`config.mk`:
```
export PLATFORM = sky130hd
export DESIGN_NAME = uart_tx_fifo_drain_flat
export DESIGN_NICKNAME = d
export VERILOG_FILES = /design/src/rtl/uart_pkg.sv /design/src/rtl/uart_tx_fifo_drain_if.sv /design/src/rtl/uart_baud_tick.sv /design/src/rtl/uart_tx_fifo_drain.sv /design/src/flat_wrapper.sv
export SDC_FILE = /design/constraint.sdc
export NUM_CORES = 1
export LEC_CHECK = 0
export ABC_AREA = 1
export CORE_MARGIN = 2
export CORE_UTILIZATION = 57
export CTS_BUF_LIST = sky130_fd_sc_hd__clkbuf_4 sky130_fd_sc_hd__clkbuf_8
export DETAILED_ROUTE_END_ITERATION = 10
export PLACE_DENSITY = 0.81
export SLEW_MARGIN = 20
export SYNTH_ARGS = -nofsm -noshare
export SYNTH_HDL_FRONTEND = slang
export SYNTH_SLANG_ARGS = --single-unit
```
`constraint.sdc`:
```
create_clock -name clk -period 2.1 [get_ports clk]
set_clock_uncertainty 0.15 [all_clocks]
set_input_delay 0.42 -clock clk [delete_from_list [all_inputs] [get_ports clk]]
set_output_delay 0.42 -clock clk [all_outputs]
set_load 0.005 [all_outputs]
```
`src/rtl/uart_pkg.sv`:
```
// uart_pkg: shared FSM encodings and default frame geometry for the UART drain path.
package uart_pkg;
  localparam logic [1:0] IDLE  = 2'd0;
  localparam logic [1:0] START = 2'd1;
  localparam logic [1:0] DATA  = 2'd2;
  localparam logic [1:0] STOP  = 2'd3;
  localparam int DEF_CLKS_PER_BIT = 868;
  localparam int DEF_DATA_BITS    = 8;
  localparam int FRAME_BITS       = DEF_DATA_BITS + 2;
endpackage

```
`src/rtl/uart_tx_fifo_drain_if.sv`:
```
// uart_tx_fifo_drain_if: FIFO read-side handshake plus serial line and frame status.
interface uart_tx_fifo_drain_if import uart_pkg::*; #(parameter int DATA_BITS = DEF_DATA_BITS);
  logic                 tx_en;
  logic                 empty;
  logic [DATA_BITS-1:0] pop_data;
  logic                 pop;
  logic                 tx;
  logic                 busy;
  logic                 tx_done;
  modport master(output tx_en, empty, pop_data, input pop, tx, busy, tx_done);
  modport slave(input tx_en, empty, pop_data, output pop, tx, busy, tx_done);
endinterface

```
`src/rtl/uart_baud_tick.sv`:
```
// uart_baud_tick: one-cycle tick every CLKS_PER_BIT clocks, restarted by clr.
module uart_baud_tick #(
  parameter int CLKS_PER_BIT = 868
) (
  input  logic clk,
  input  logic rst,
  input  logic clr,
  output logic tick
);
  localparam int W = $clog2(CLKS_PER_BIT);
  logic [W-1:0] cnt_q, cnt_d;
  assign tick  = cnt_q == W'(CLKS_PER_BIT - 1);
  assign cnt_d = (clr || tick) ? '0 : cnt_q + 1'b1;
  always_ff @(posedge clk or negedge rst)
    if (!rst) cnt_q <= '0;
    else      cnt_q <= cnt_d;
endmodule

```
`src/rtl/uart_tx_fifo_drain.sv`:
```
// uart_tx_fifo_drain: pops show-ahead FIFO bytes and serializes each as an 8N1 frame.
module uart_tx_fifo_drain import uart_pkg::*; #(
  parameter int CLKS_PER_BIT = DEF_CLKS_PER_BIT,
  parameter int DATA_BITS    = DEF_DATA_BITS
) (
  input  logic clk,
  input  logic rst,
  uart_tx_fifo_drain_if.slave bus
);
  localparam int BW = DATA_BITS > 1 ? $clog2(DATA_BITS) : 1;
  if (CLKS_PER_BIT < 2) begin : g_bad_cpb
    $error("CLKS_PER_BIT must be >= 2");
  end
  logic [1:0]           state_q, state_d;
  logic [BW-1:0]        bit_q, bit_d;
  logic [DATA_BITS-1:0] shift_q, shift_d;
  logic                 tx_q, tx_d, pop_q, pop_d, busy_q, busy_d, tx_done_q, tx_done_d;
  logic                 clr, tick;
  uart_baud_tick #(.CLKS_PER_BIT(CLKS_PER_BIT)) u_baud (
    .clk(clk), .rst(rst), .clr(clr), .tick(tick)
  );
  // empty is only looked at in IDLE, so the FIFO's post-pop flag latency never matters
  always_comb begin
    state_d   = state_q;
    bit_d     = bit_q;
    shift_d   = shift_q;
    tx_d      = tx_q;
    busy_d    = busy_q;
    pop_d     = 1'b0;
    tx_done_d = 1'b0;
    clr       = 1'b0;
    case (state_q)
      IDLE: if (bus.tx_en && !bus.empty) begin
        shift_d = bus.pop_data;
        state_d = START;
        tx_d    = 1'b0;
        pop_d   = 1'b1;
        busy_d  = 1'b1;
        clr     = 1'b1;
      end
      START: if (tick) begin
        state_d = DATA;
        tx_d    = shift_q[0];
        bit_d   = '0;
      end
      DATA: if (tick) begin
        if (bit_q == BW'(DATA_BITS - 1)) begin
          state_d = STOP;
          tx_d    = 1'b1;
        end else begin
          shift_d = shift_q >> 1;
          tx_d    = shift_d[0];
          bit_d   = bit_q + 1'b1;
        end
      end
      default: if (tick) begin
        state_d   = IDLE;
        busy_d    = 1'b0;
        tx_done_d = 1'b1;
      end
    endcase
  end
  always_ff @(posedge clk or negedge rst)
    if (!rst) begin
      state_q   <= IDLE;
      bit_q     <= '0;
      shift_q   <= '0;
      tx_q      <= 1'b1;
      pop_q     <= 1'b0;
      busy_q    <= 1'b0;
      tx_done_q <= 1'b0;
    end else begin
      state_q   <= state_d;
      bit_q     <= bit_d;
      shift_q   <= shift_d;
      tx_q      <= tx_d;
      pop_q     <= pop_d;
      busy_q    <= busy_d;
      tx_done_q <= tx_done_d;
    end
  assign bus.tx      = tx_q;
  assign bus.pop     = pop_q;
  assign bus.busy    = busy_q;
  assign bus.tx_done = tx_done_q;
endmodule

```
`src/flat_wrapper.sv`:
```
// flat-port wrapper written by rule: the top's interface ports become plain ports
module uart_tx_fifo_drain_flat import uart_pkg::*;
#(
  parameter int CLKS_PER_BIT = DEF_CLKS_PER_BIT,
  parameter int DATA_BITS    = DEF_DATA_BITS
)
  (clk, rst, bus_tx_en, bus_empty, bus_pop_data, bus_pop, bus_tx, bus_busy, bus_tx_done);
  uart_tx_fifo_drain_if #(.DATA_BITS(DATA_BITS)) bus_i ();
  input  logic clk;
  input  logic rst;
  input wire logic [$bits(bus_i.tx_en)-1:0] bus_tx_en;
  input wire logic [$bits(bus_i.empty)-1:0] bus_empty;
  input wire logic [$bits(bus_i.pop_data)-1:0] bus_pop_data;
  output wire logic [$bits(bus_i.pop)-1:0] bus_pop;
  output wire logic [$bits(bus_i.tx)-1:0] bus_tx;
  output wire logic [$bits(bus_i.busy)-1:0] bus_busy;
  output wire logic [$bits(bus_i.tx_done)-1:0] bus_tx_done;
  assign bus_i.tx_en = bus_tx_en;
  assign bus_i.empty = bus_empty;
  assign bus_i.pop_data = bus_pop_data;
  assign bus_pop = bus_i.pop;
  assign bus_tx = bus_i.tx;
  assign bus_busy = bus_i.busy;
  assign bus_tx_done = bus_i.tx_done;
  uart_tx_fifo_drain #(.CLKS_PER_BIT(CLKS_PER_BIT), .DATA_BITS(DATA_BITS)) u_core (.clk(clk), .rst(rst), .bus(bus_i));
endmodule
```
==> results of run 1 <==
==> path summary, 6_finish.rpt <==
| kind | from | end | cells after the start |
|---|---|---|---|
| worst max-delay path | u_core.bus.tx$_DFFE_PN1P_ | bus_tx | 1 |
| worst min-delay path | rst | u_core.u_baud.cnt_q[8]$_DFF_PN0_ | 2 |
| worst max register to register | u_core.state_q[0]$_DFFE_PN0P_ | u_core.state_q[0]$_DFFE_PN0P_ | 9 |
| worst min register to register | u_core.u_baud.cnt_q[0]$_DFF_PN0_ | u_core.u_baud.cnt_q[0]$_DFF_PN0_ | 1 |
| max in group asynchronous | rst | u_core.bus.tx$_DFFE_PN1P_ | 2 |
| min in group clk | u_core.u_baud.cnt_q[0]$_DFF_PN0_ | u_core.u_baud.cnt_q[0]$_DFF_PN0_ | 1 |
==> layer usage <==
metal | up-vias | wire, um | GRT usage (%)
met3 | 5 | 63 | 2.50
li1 | 544 | - | -
met1 | 501 | 1080 | 24.2
met2 | 13 | 1260 | 35.2
met4 | 0 | 49 | 8.97
met5 | - | 0 | 0
==> cell type report <==
class / count / area, um2
repair buffers: 17 / 165
multi-input cells: 112 / 671
flip-flops and latches: 27 / 677
clock buffers: 4 / 30.0
fillers: 201 / 773
well taps: 30 / 37.5
inverters: 15 / 56.3
==> cell usage after synthesis <==
cell      count  share of area [%]
nand2_1      34                9.0
dfrtp_1      26                 46
nor2_1       20                5.3
inv_1        12                3.2
ha_1          8                7.0
o21ai_2       8                4.9
mux2i_1       6                4.2
nand3_1       6                2.1
nand2_2       5                2.2
inv_2         3               0.79
o21ai_0       3                1.1
a21oi_1       2               0.70
nand4_1       2               0.88
xor2_1        2                1.2
a211oi_1      1               0.53
a21boi_0      1               0.53
a21oi_2       1               0.62
buf_4         1               0.53
buf_6         1               0.79
dfstp_2       1                1.8
nand2_4       1               0.79
nand3_2       1               0.70
nand3b_1      1               0.53
nor2_2        1               0.44
nor3_1        1               0.35
nor3_2        1               0.70
nor3b_1       1               0.53
nor4_1        1               0.44
o21ai_1       1               0.35
o21bai_1      1               0.53
or2_0         1               0.44
or2_2         1               0.44
xnor2_1       1               0.62
==> flip-flops by register name, summed over array words and instances, names as in the netlist <==
register,cells
u_core.bit_q,3
u_core.bus.tx,1
u_core.bus.tx_done,1
u_core.state_q,2
u_core.bus.pop,1
u_core.shift_q,8
u_core.bus.busy,1
u_core.u_baud.cnt_q,10
==> power by group <==
part / internal [mW] / switching [mW]
Sequential: 0.706 / 0.124
Clock: 0.0874 / 0.151
Combinational: 0.401 / 0.583
==> cell families after synthesis <==
group                      count (synthesis)
AOI/OAI and AO/OA                         18
xor gates and xnor gates                   3
adders and majority gates                  8
buffers and inverters                     17
DFF                                       27
muxes                                      6
and+or+nand+nor                           77
==> run_results.csv, run 1 <==
group,metric,value,unit
status,status,"finished, final reports clean",
synth,ys_types,33,
worst_setup_path,cp-start-kind,"flip-flop",
worst_setup_path,crit_required,1.53,ns
place,preCtsSetupSlack,0.279,ns
power_and_ir_drop,p_leak,0.788,nW
timing,tightest_slew,0.337,ns
place,placed_cells_incl_taps,201,
die,start_util,59.0,%
worst_setup_path,critical-path-max-stage-delay,0.55,ns
worst_setup_path,critPathKind,"flip-flop to output port",
clock_network,cts_made_buffers,3,
drt,dr_total_vias,1063,
layout,diodes,0,
synth,syn_inst,156,
synth,avgSynthCellArea,9.12,um2
timing,slew_headroom,77.5,%
timing,fin_setup_tns,0,ns
clock_network,insertion_delay,0.32,ns
clock_network,holdBufCountCts,0,
min_path,hold_class,"primary input to async pin",
layout,area_growth,15.0,%
synth,synthSimpleGateAreaFrac,24.8,%
power_and_ir_drop,p_total,2.05,mW
clock_network,cts_resized,0,
worst_setup_path,cp_data_arrival_time,1.37,ns
clock_network,clockRootBuffer,"clkbuf_4",
timing,period_minus_slack,1.94,ns
layout,fin_nets,196,
layout,fin_util,67.9,%
grt,antenna_found_initial,0,
layout,mostFrequentLayoutCells,"nand2_1, dfrtp_1, nor2_1",
die,die_h,54.0,um
synth,synth_compound_area_share,9.23,%
die,core,2410,um2
drt,wire_per_inst,12.0,um
drt,route.detailed.drc,0,
layout,final_cells,205,
place,gp_congestion,0.772,
place,dpl_cell_area,1610,um2
timing,period_share,92.2,%
timing,timing.fmax,0.517,GHz
place,portBuffers,15,
synth,yosysSeqAreaShare,47.6,%
synth,yosysWarnings,0,
worst_setup_path,crit_family,"flip-flops",
synth,synth_xor_area_share,1.85,%
drt,ant_nets,0,
synth,synth_top_family_by_area,"simple AND/OR/NAND/NOR gates",
clock_network,cts_max_path_buffers,2,
power_and_ir_drop,peakVddDrop,802,uV
die,rows,18,
worst_setup_path,worst-path-buf-inv,1,
worst_setup_path,crit_chain,"clkdlybuf4s50_1",
place,dp_hpwl,1.78,mm
drt,dr.first_iter.drc_count,9,
synth,syn-cell-area,1420,um2
timing,grt_setup_unrepaired,"no",
power_and_ir_drop,p_per_area,1250,nW/um2
grt,grt_pass1_vias,988,
drt,drt_pre_antenna_iters,4,
grt,grt_max_degree,28,
synth,ys_ff_latch,27,
grt,overflow,0,
synth,synth_adder_area_share,7.04,%
clock_network,htreeDepth,1,
worst_setup_path,cp_max_fo,2,
timing,timing.hold.ws,0.286,ns
clock_network,clock-sinks,27,
worst_setup_path,cpMaxStageDelayCell,"dfstp_2",
grt,grt_pass1_wl,4.17,mm
clock_network,clk_pin_slew,0.14,ns
layout,fin_area,1640,um2
timing,hold_violations,0,
clock_network,tritoncts,"yes",
worst_setup_path,r2r_setup_slack,0.21,ns
clock_network,cts_setup_buffers,0,
layout,drive_above_1_share,16.6,%
drt,drt-total-wl,2.46,mm
timing,setup_violations,0,
die,die_w,54.0,um
die,io_pins,16,
timing,slew_violations,0,
flow_run,maxCapViolCount,0,
die,die-area,2910,um2
drt,post_drt_via_cell_ratio,5.19,
synth,synth_nets,176,
layout,final_common_cell,"nand2_1",
grt,grt_use_total,20.0,%
worst_setup_path,end_kind,"output port",
timing,final.setup.worst_slack,0.165,ns
synth,synthMuxAreaShare,4.22,%
Power figures use the tool's default switching activity.
==> run 2: changes to the inputs <==
--- a/config.mk
+++ b/config.mk
@@ -7,11 +7,12 @@
 export LEC_CHECK = 0
 export ABC_AREA = 1
 export CORE_MARGIN = 2
-export CORE_UTILIZATION = 57
+export CORE_UTILIZATION = 58
 export CTS_BUF_LIST = sky130_fd_sc_hd__clkbuf_4 sky130_fd_sc_hd__clkbuf_8
 export DETAILED_ROUTE_END_ITERATION = 10
 export PLACE_DENSITY = 0.81
 export SLEW_MARGIN = 20
 export SYNTH_ARGS = -nofsm -noshare
 export SYNTH_HDL_FRONTEND = slang
+export SYNTH_HIERARCHICAL = 1
 export SYNTH_SLANG_ARGS = --single-unit
==> run 2 against run 1 <==
Flip-flop and latch count unchanged. First-iteration DRC count increased to 5.2 times the previous value. Synthesized area increased by 12%. Via count increased by 22%. Core utilization decreased by 0.38 points. Worst hold slack improved by 0.018 ns. Count of clock-buffer cells in the layout unchanged. Highest routed layer unchanged. Combinational power about the same. Critical endpoint unchanged. Design area increased by 11%.
==> run_results.csv, run 2 <==
group,metric,value,unit
die,core,2690,um2
synth,synth_compound_area_share,1.72,%
drt,route.detailed.drc,0,
clock_network,holdBufCountCts,0,
die,die-area,3190,um2
drt,dr_total_vias,1301,
drt,post_drt_via_cell_ratio,5.10,
flow_run,maxCapViolCount,0,
layout,fin_nets,245,
clock_network,clockRootBuffer,"clkbuf_4",
synth,ys_types,24,
die,rows,19,
worst_setup_path,cpMaxStageDelayCell,"dfstp_2",
worst_setup_path,crit_chain,"clkdlybuf4s50_1",
synth,synth_xor_area_share,1.65,%
layout,largest_reg_flops,10,
synth,async_flop_share,100,%
timing,period_minus_slack,1.93,ns
power_and_ir_drop,p_sw,0.880,mW
layout,diodes,0,
layout,drive_above_1_share,12.9,%
die,io_pins,16,
clock_network,cts_made_buffers,3,
die,start_util,59.4,%
drt,wire_per_inst,11.4,um
worst_setup_path,cp_data_arrival_time,1.36,ns
synth,ys_ff_latch,27,
place,gp_congestion,0.867,
synth,synth_edf_count,0,
place,dpl_cell_area,1780,um2
worst_setup_path,worst-path-buf-inv,1,
synth,yosys-top-cells-count,"nand2_1, dfrtp_1, inv_1, nor2_1, nand4_1",
die,die_w,56.5,um
timing,period_share,91.9,%
worst_setup_path,critPathKind,"flip-flop to output port",
worst_setup_path,critical-path-max-stage-delay,0.55,ns
synth,syn_inst,205,
drt,drt_pre_antenna_iters,6,
grt,antenna_found_initial,0,
status,status,"finished, final reports clean",
timing,grt_setup_unrepaired,"no",
power_and_ir_drop,switching_share,43.0,%
clock_network,insertion_delay,0.32,ns
grt,grt_pass1_vias,1313,
power_and_ir_drop,p_per_area,1130,nW/um2
place,portBuffers,15,
layout,fin_area,1810,um2
timing,slew_headroom,70.1,%
power_and_ir_drop,power_frac_seq,39.5,%
synth,yosysSeqAreaShare,42.4,%
worst_setup_path,end_kind,"output port",
layout,final_common_cell,"nand2_1",
timing,slew_violations,0,
place,dp_hpwl,2.31,mm
synth,synth.area.top_cells,"dfrtp_1, nand2_1, ha_1",
clock_network,clk_pin_slew,0.14,ns
synth,synthSimpleGateAreaFrac,40.0,%
power_and_ir_drop,p_int,1.16,mW
worst_setup_path,cp-start-kind,"flip-flop",
clock_network,tritoncts,"yes",
clock_network,htreeDepth,1,
timing,timing.fmax,0.518,GHz
power_and_ir_drop,clock_power_share,11.4,%
worst_setup_path,crit_family,"flip-flops",
layout,area_growth,13.6,%
clock_network,clock-sinks,27,
worst_setup_path,crit_required,1.53,ns
drt,dr.first_iter.drc_count,47,
synth,synth_nets,225,
timing,hold_violations,0,
grt,grt_use_total,21.2,%
timing,tightest_slew,0.448,ns
clock_network,cts_max_path_buffers,2,
drt,drt-total-wl,2.90,mm
grt,grt_pass1_wl,5.35,mm
power_and_ir_drop,p_leak,0.976,nW
clock_network,cts_resized,0,
power_and_ir_drop,peakVddDrop,873,uV
layout,top_register,"u_core/u_baud/cnt_q",
synth,syn-cell-area,1600,um2
grt,grt_max_degree,28,
layout,mostFrequentLayoutCells,"nand2_1, dfrtp_1, inv_1",
synth,synth_top_family_by_area,"simple AND/OR/NAND/NOR gates",
synth,yosys.area.top_type_share,40.8,%
clock_network,cts_setup_buffers,0,
power_and_ir_drop,power_frac_comb,49.0,%
layout,largestRegisters,"u_core/u_baud/cnt_q x10, u_core/shift_q x8, u_core/bit_q x3",
synth,synth_flop_cell,"dfrtp_1",
timing,fin_setup_tns,0,ns
grt,overflow,0,
min_path,hold_class,"primary input to async pin",
synth,yosysWarnings,6,
synth,synthMuxAreaShare,0,%
synth,synth.most_common_cell,"nand2_1",
die,die_h,56.5,um
synth,synth_top_cell_by_area,"dfrtp_1",
synth,synth_adder_area_share,6.27,%
timing,setup_violations,0,
worst_setup_path,cp_max_fo,2,
drt,ant_nets,0,
synth,avgSynthCellArea,7.79,um2
run 2: changes by cell type in the layout (fill, tap and decap cells not counted), sizes merged, moves of 2 or more:
cell,delta
nand2,+43
a21oi,-3
mux2i,-6
nor3,-2
o21ai,-8
nor2,+5
nand3,+5
or2,-2
inv,+12
nand4,+9
run 2: path summary, 6_finish.rpt:
path,slack [ns],to,startpoint,cells after the start
setup reg to reg,0.28,u_core/state_q[0]$_DFFE_PN0P_,u_core/u_baud/cnt_q[0]$_DFF_PN0_,10
hold reg to reg,0.33,u_core/bus.tx$_DFFE_PN1P_,u_core/bus.tx$_DFFE_PN1P_,2
max in group asynchronous,1.19,u_core/bus.tx$_DFFE_PN1P_,rst,2
min in group clk,0.33,u_core/bus.tx$_DFFE_PN1P_,u_core/bus.tx$_DFFE_PN1P_,2
setup / recovery,0.17,bus_tx,u_core/bus.tx$_DFFE_PN1P_,1
hold / removal,0.30,u_core/u_baud/cnt_q[7]$_DFF_PN0_,rst,2
run 2: power by group through the flow:
stage / registers, mW / logic [mW] / clock network, mW
after floorplan: 0.795 / 0.789 / 0
after global routing: 0.827 / 1.17 / 0.258
final: 0.809 / 1.00 / 0.233
after global placement: 0.808 / 0.970 / 0
after detailed placement: 0.820 / 1.01 / 0
after CTS: 0.809 / 1.01 / 0.248
run 2: logic make-up (layout without fill, tap and decap cells):
family                   Yosys count  count (layout)
AO/OA/AOI/OAI                      4               4
flip-flops                        27              27
AND/OR/NAND/NOR                  133             133
buffers and inverters             30              49
adder cells (fa/ha/maj)            8               8
XOR/XNOR                           3               3
run 2: through the flow:
stage               hold slack (ns)  setup WS [ns]  cells  total power [mW]  utilization, %
floorplan                   -0.0256          0.409    205              1.58               -
global placement              0.307          0.335    251              1.78            66.4
detailed placement            0.310          0.280    251              1.83            66.4
CTS                           0.304          0.148    255              2.07            67.5
global route                  0.334        0.00612    255              2.26            67.5
finish                        0.304          0.171    255              2.05            67.5
run 2: final cells by class:
cell class / instances / area (um2)
fill: 230 / 872
multi-input combinational: 148 / 792
sequential: 27 / 677
timing repair buffer: 18 / 173
inverter: 27 / 104
tap: 31 / 38.8
clock buffer: 4 / 30.0
run 2: metal layers:
metal	up-vias	GRT usage, %	share of wire [%]
met4	0	11.2	2.5
met1	612	24.1	44
met5	-	0	0
li1	672	-	-
met2	11	38.5	52
met3	6	2.07	1.7
